--- src/rtl/divider_step_controller.sv ---
// Step sequencer for adjustable_frequency_divider: walks the divider upward one setting at a time
// toward a requested index (or sweeps autonomously), spacing pulses so each output period completes.
module divider_step_controller #(
  parameter int unsigned NUM_SETTINGS  = 8,
  parameter int unsigned IDX_W         = 3,
  parameter int unsigned SETTLE_CYCLES = 16,
  parameter int unsigned DWELL_W       = 16
) (
  input  logic               clock_in,
  input  logic               reset,
  input  logic               req_valid,
  input  logic [IDX_W-1:0]   req_index,
  output logic               req_ready,
  input  logic               sweep_en,
  input  logic [DWELL_W-1:0] dwell_cycles,
  output logic               step_divisor,
  output logic [IDX_W-1:0]   current_index,
  output logic               busy,
  output logic               done
);

  localparam int unsigned SettleW = $clog2(SETTLE_CYCLES) + 1;
  localparam int unsigned CntW    = (DWELL_W > SettleW) ? DWELL_W : SettleW;

  localparam logic [IDX_W-1:0] MaxIdx     = IDX_W'(NUM_SETTINGS - 1);
  localparam logic [CntW-1:0]  SettleLoad = CntW'(SETTLE_CYCLES - 1);

  typedef enum logic [1:0] {StIdle, StStep, StSettle, StDwell} state_e;

  state_e            state_q, state_d;
  logic [IDX_W-1:0]  cur_q, cur_d;
  logic [IDX_W-1:0]  tgt_q, tgt_d;
  logic [CntW-1:0]   cnt_q, cnt_d;
  logic              sweep_q, sweep_d;
  logic              done_q, done_d;
  logic              step_q;
  logic [IDX_W-1:0]  req_clamped;
  logic [IDX_W-1:0]  cur_inc;

  assign req_clamped = (req_index > MaxIdx) ? MaxIdx : req_index;
  assign cur_inc     = (cur_q == MaxIdx) ? '0 : cur_q + 1'b1;

  always_comb begin
    state_d = state_q;
    cur_d   = cur_q;
    tgt_d   = tgt_q;
    cnt_d   = cnt_q;
    sweep_d = sweep_q;
    done_d  = 1'b0;
    unique case (state_q)
      StIdle: begin
        // A pending request always wins over starting another sweep step.
        if (req_valid) begin
          tgt_d   = req_clamped;
          sweep_d = 1'b0;
          if (req_clamped == cur_q) begin
            done_d = 1'b1;
          end else begin
            state_d = StStep;
          end
        end else if (sweep_en) begin
          tgt_d   = cur_inc;
          sweep_d = 1'b1;
          state_d = StStep;
        end
      end
      StStep: begin
        cur_d   = cur_inc;
        cnt_d   = SettleLoad;
        state_d = StSettle;
      end
      StSettle: begin
        if (cnt_q != '0) begin
          cnt_d = cnt_q - 1'b1;
        end else if (cur_q != tgt_q) begin
          state_d = StStep;
        end else if (sweep_q) begin
          cnt_d   = CntW'(dwell_cycles);
          state_d = StDwell;
        end else begin
          done_d  = 1'b1;
          state_d = StIdle;
        end
      end
      StDwell: begin
        // Hold for dwell_cycles cycles; a count of 0 still leaves after one cycle.
        if (!sweep_en || cnt_q <= CntW'(1)) begin
          state_d = StIdle;
        end else begin
          cnt_d = cnt_q - 1'b1;
        end
      end
      default: state_d = StIdle;
    endcase
  end

  always_ff @(posedge clock_in) begin
    if (reset) begin
      state_q <= StIdle;
      cur_q   <= '0;
      tgt_q   <= '0;
      cnt_q   <= '0;
      sweep_q <= 1'b0;
      done_q  <= 1'b0;
      step_q  <= 1'b0;
    end else begin
      state_q <= state_d;
      cur_q   <= cur_d;
      tgt_q   <= tgt_d;
      cnt_q   <= cnt_d;
      sweep_q <= sweep_d;
      done_q  <= done_d;
      step_q  <= (state_d == StStep);
    end
  end

  assign step_divisor  = step_q;
  assign current_index = cur_q;
  assign done          = done_q;
  assign req_ready     = (state_q == StIdle);
  assign busy          = (state_q != StIdle);

endmodule

--- config.mk ---
export PLATFORM = sky130hd
export DESIGN_NAME = divider_step_controller
export DESIGN_NICKNAME = d
export VERILOG_FILES = /design/src/rtl/divider_step_controller.sv
export SDC_FILE = /design/constraint.sdc
export NUM_CORES = 1
export LEC_CHECK = 0
export CAP_MARGIN = 20
export CORE_MARGIN = 4
export CORE_UTILIZATION = 30
export CTS_BUF_LIST = sky130_fd_sc_hd__clkbuf_8
export DETAILED_ROUTE_END_ITERATION = 6
export HOLD_SLACK_MARGIN = 0.1
export PLACE_DENSITY_LB_ADDON = 0.2
export SETUP_SLACK_MARGIN = 0.1
export SYNTH_ARGS = -nofsm -noshare
export SYNTH_HDL_FRONTEND = slang
export SYNTH_SLANG_ARGS = --single-unit
--- constraint.sdc ---
create_clock -name clock_in -period 5.5 [get_ports clock_in]
set_input_delay 0.825 -clock clock_in [delete_from_list [all_inputs] [get_ports clock_in]]
set_output_delay 0.825 -clock clock_in [all_outputs]
set_load 0.02 [all_outputs]
; ---- Word-level counts from Yosys, hierarchy flattened
; Index checks and enable logic that the tools add are counted.
[totals]
reg_bits = 27
in_bits = 23
out_inout_bits = 7
elab_cells = 55
[classes]
addsub = 2
n_lt_le_gt_ge = 2
n_eq_ne = 10
n_mux = 25
n_reduce_logical = 9
[ops]
columns = operator, count
row1 = two-way mux 16 bit, 4
row2 = case mux 16 bit (3 select lines), 1
row3 = less-or-equal comparator 16 x 1 -> 1 bit (second input constant), 1
row4 = nonzero test 16 bit, 1
row5 = subtractor 16 x 1 -> 16 bit (second input constant), 1
row6 = two-way mux 2 bit, 7
row7 = two-way mux 3 bit, 4
row8 = case mux 2 bit (4 select lines), 1
row9 = two-way mux 1 bit, 7
row10 = inequality test 3 bit (second input constant), 2
row11 = == test 2 x 1 -> 1 bit (second input constant), 2
row12 = == test 2 bit (second input constant), 2
row13 = AND reduction 4 bit, 1
row14 = nonzero test 2 bit, 2
row15 = adder 3 x 1 -> 3 bit (second input constant), 1
row16 = == test 3 bit, 1
row17 = == test 3 bit (second input constant), 1
row18 = greater-than comparator 3 bit (second input constant), 1
row19 = inequality test 3 bit, 1
row20 = nonzero test 3 bit, 1
row21 = logical NOT 2 bit, 1
row22 = inequality test 2 bit (second input constant), 1
row23 = case mux 1 bit (2 select lines), 1
row24 = AND reduction 2 bit, 1
row25 = 2 further kinds, 2

; ---- Longest topological paths before layout
[logic_depth]
word_depth = 7
mapped_depth = 9
ltp_nobuf = 8

; ---- Least setup slack after synthesis
; OpenSTA, ideal clock, no wires.
[synth_path]
path_kind = flip-flop to flip-flop
startpoint = register cur_q[0], in the netlist current_index[0]
endpoint = register cnt_q[4]
setup_time_ns = 0.069
t_arrival_ns = 1.882
t_required_ns = 5.431
path_slack_ns = 3.550
path_stages_with_launch = 7
path_buffers = 1
synth_period_minus_slack_ns = 1.950
cell_sequence = dfxtp_1 > xor2_1 > nor4b_4 > o221ai_4 > or3_1 > buf_2 > o21ai_1
[synth_between]
elab_chain_len = 3
[synth_rtl]
columns = element, line_no
row1 = from (decl), 31  ; logic [IDX_W-1:0] cur_q, cur_d;
row2 = from (signal assigned), 108  ; cur_q <= cur_d;
row3 = inequality test 3 bit, 75  ; end else if (cur_q != tgt_q) begin
row4 = inequality test 3 bit (no line), -
row5 = AND reduction 4 bit (no line), -
row6 = to (signal assigned), 110  ; cnt_q <= cnt_d;
row7 = to (decl), 33  ; logic [CntW-1:0] cnt_q, cnt_d;
; No other way between the ends.
; A chain may end at the register's enable or synchronous reset.

; ---- Worst setup path after layout
[layout_path]
startpoint = register state_q[1]
endpoint = output port req_ready
[layout_between]
elab_chain_len = 1
[layout_rtl]
columns = element, line_no
row1 = from (decl), 30  ; state_e state_q, state_d;
row2 = from (signal assigned), 99  ; state_q <= StIdle;
row3 = from (signal assigned), 107  ; state_q <= state_d;
row4 = logical NOT 2 bit, 120  ; assign req_ready = (state_q == StIdle);
row5 = to (decl), 13  ; output logic req_ready,
; No other way between the ends.

==> results.yml <==
detailed_routing:
  vias: 1592
  via_per_inst: 5.20
  dr.pass1.iters: 4
  totalWireLength_um: 4580
  postRouteAntennaNets: 0
  routedWlPerCell_um: 15.0
  drc: 0
  drt-initial-drc-count: 84
worst_setup_path:
  crit_fanout: 14
  startpoint_type: "flip-flop"
  required_ns: 4.68
  endpoint_kind: "output port"
  path_class: "flip-flop to output port"
  cp.arrival_ns: 2.11
die:
  die_x_um: 84
  initial_core_util: 0.313
  dieArea_sq_um: 7060
  io_pins: 30
  core-area_sq_um: 5540
  row_count: 27
  die_h_um: 84
sta:
  setup_violations: 0
  slew_headroom: 0.283
  skew_ns: 0.00305
  min_period_ns: 2.94
  hold_viol_final: 0
  worst_slew_pin_slew_ns: 1.07
  max_freq_ghz: 0.340
  finalMaxSlewViolations: 0
  fin_crit_sh: 0.534
  rsz0062_at_grt: "no"
  setup_tns_ns: 0
  fin_ws_ns: 2.56
finish:
  area_growth_pct: 20.8
  nNetsFinal: 263
  layout-drive-gt1-share: 0.0726
  fin_util: 0.378
  final_common_cell: "clkdlybuf4s50_1"
  instances_no_fill: 306
  most-common-layout-cells: "29 x clkdlybuf4s50_1, 27 x nor2_1, 27 x dfxtp_1, 16 x nand2_1, 14 x nor3_1"
  antenna-diode-count: 0
yosys:
  ys_seq_area_frac: 0.312
  synth_area_leaders: "dfxtp_1 31%, nor2_1 5.8%, mux2i_1 4.0%, nor3_1 4.0%, a21oi_1 3.8%"
  syn_nets: 240
  async_flop_share: 0
  synth_top_area_frac: 0.312
  synth-edff-count: 0
  syn_area_sq_um: 1730
  syn_inst: 212
  synth_top_flop_cell: "dfxtp_1"
  synth_compound_area_frac: 0.243
  syn_avg_cell_area_sq_um: 8.17
  yosysTopAreaCell: "dfxtp_1"
  synth_xor_area_frac: 0.0455
  synthAdderAreaFrac: 0.0361
  ys_warn_count: 0
  ys_types: 46
  synth_seq_cells: 27
  synth-simple-area-share: 0.264
  synth_top_family_by_area: "simple AND/OR/NAND/NOR gates"
  muxShareOfSynthArea: 0.0404
worst_hold_path:
  hold_class: "flip-flop to flip-flop"
cts:
  cts_tree: "done"
  clk_pin_slew_ns: 0.10
  clock-sinks: 27
  cts_buffers: 3
  clock_latency_ns: 0.27
  cts_max_path_buffers: 2
  htree_levels: 1
  cts-root-buf: "clkbuf_8"
  post_cts_resized: 0
  cts_setup_buffers: 0
  cts_hold_buf: 0
global_routing:
  grt_util_all_layers: 0.133
  antenna_found_initial: 0
  grt_overflow: 0
  grt_max_degree: 28
  grt_pass1_vias: 1582
  grt_pass1_wl_um: 7780
power_and_ir_drop:
  ir_drop_mv: 0.207
  p_leak_nw: 0.781
  p_int_mw: 0.634
  comb_power_share: 0.672
  powerDensity_nw_per_um2: 620
  power_frac_seq: 0.239
  clkPwrFrac: 0.089
  p_sw_mw: 0.663
  total_power_mw: 1.30
  switching_share: 0.511
status:
  outcome: "completed"
place:
  dp_slack_ns: 2.63
  dp.cells: 302
  port_buffers: 29
  hpwl_um: 3200
  place_congestion: 0.792
job:
  max_cap_violations: 0
per-stage QoR:
stage	hold WS, ns	cell area, sq um
final	0.500	2090
after global routing	0.547	2090
after CTS	0.499	2090
after detailed placement	0.485	2050
after global placement	0.480	2050
after floorplan	0.459	1730
cells in the mapped netlist (all sizes together) (2+ instances only):
cell type and instances:
a211oi 7, a21oi 13, a31oi 6, and2 2, buf 7, clkbuf 5, dfxtp 27, ha 5
inv 8, mux2i 7, nand2 16, nand3 4, nand4 3, nor2 27, nor2b 5, nor3 15
nor4 6, o21a 2, o21ai 14, o2bb2ai 4, o32ai 2, or2 3, or3 2, xnor2 4
xor2 5
final timing paths:
kind | start | endpoint | slack, ns | cells past startpoint
worst max register to register | cnt_q[8] | cnt_q[8] | 2.94 | 6
worst max-delay path | state_q[1] | req_ready | 2.56 | 4
worst min-delay path | cnt_q[14] | cnt_q[14] | 0.50 | 2
worst min register to register | cnt_q[14] | cnt_q[14] | 0.50 | 2
cell families (layout without fill, tap and decap cells):
| family | Yosys count | count (layout) |
|---|---|---|
| AO/OA/AOI/OAI | 58 | 58 |
| XOR/XNOR | 9 | 9 |
| adder cells (fa/ha/maj) | 5 | 5 |
| buffers and inverters | 20 | 42 |
| flip-flops | 27 | 27 |
| multiplexers | 7 | 7 |
| AND/OR/NAND/NOR | 86 | 86 |
sequential cells by signal, summed over array words and instances (netlist names):
register and flops:
step_divisor 1, state_q 2, done 1, tgt_q 3, sweep_q 1, current_index 3
cnt_q 16
power groups by stage:
stage                     clock [mW]  combinational (mW)  sequential [mW]
after floorplan                    0               0.691            0.300
after CTS                      0.119               0.873            0.310
after global routing           0.127               0.984            0.318
after global placement             0               0.866            0.315
final                          0.116               0.872            0.310
after detailed placement           0               0.866            0.314
final cells by class:
type / instances / area [sq um]
fill: 597 / 3450
multi-input combinational: 165 / 1090
sequential: 27 / 541
timing repair buffer: 30 / 298
tap: 72 / 90.1
clock buffer: 3 / 41.3
inverter: 8 / 30.0
clock inverter: 1 / 3.75
layer usage:
metal,GRT usage,share of wire,vias to the layer above
met5,0,0,-
met4,0.0336,0.0077,0
met3,0.0257,0.054,2
met2,0.210,0.45,45
met1,0.185,0.49,728
li1,-,-,817
worst max-delay path, cell delays in order (launching register included):
cell and delay (ns):
dfxtp_1 0.65, inv_1 0.22, nand2_1 0.30, inv_1 0.12, clkdlybuf4s50_1 0.56
No activity file was read; power rests on OpenSTA's default activity.
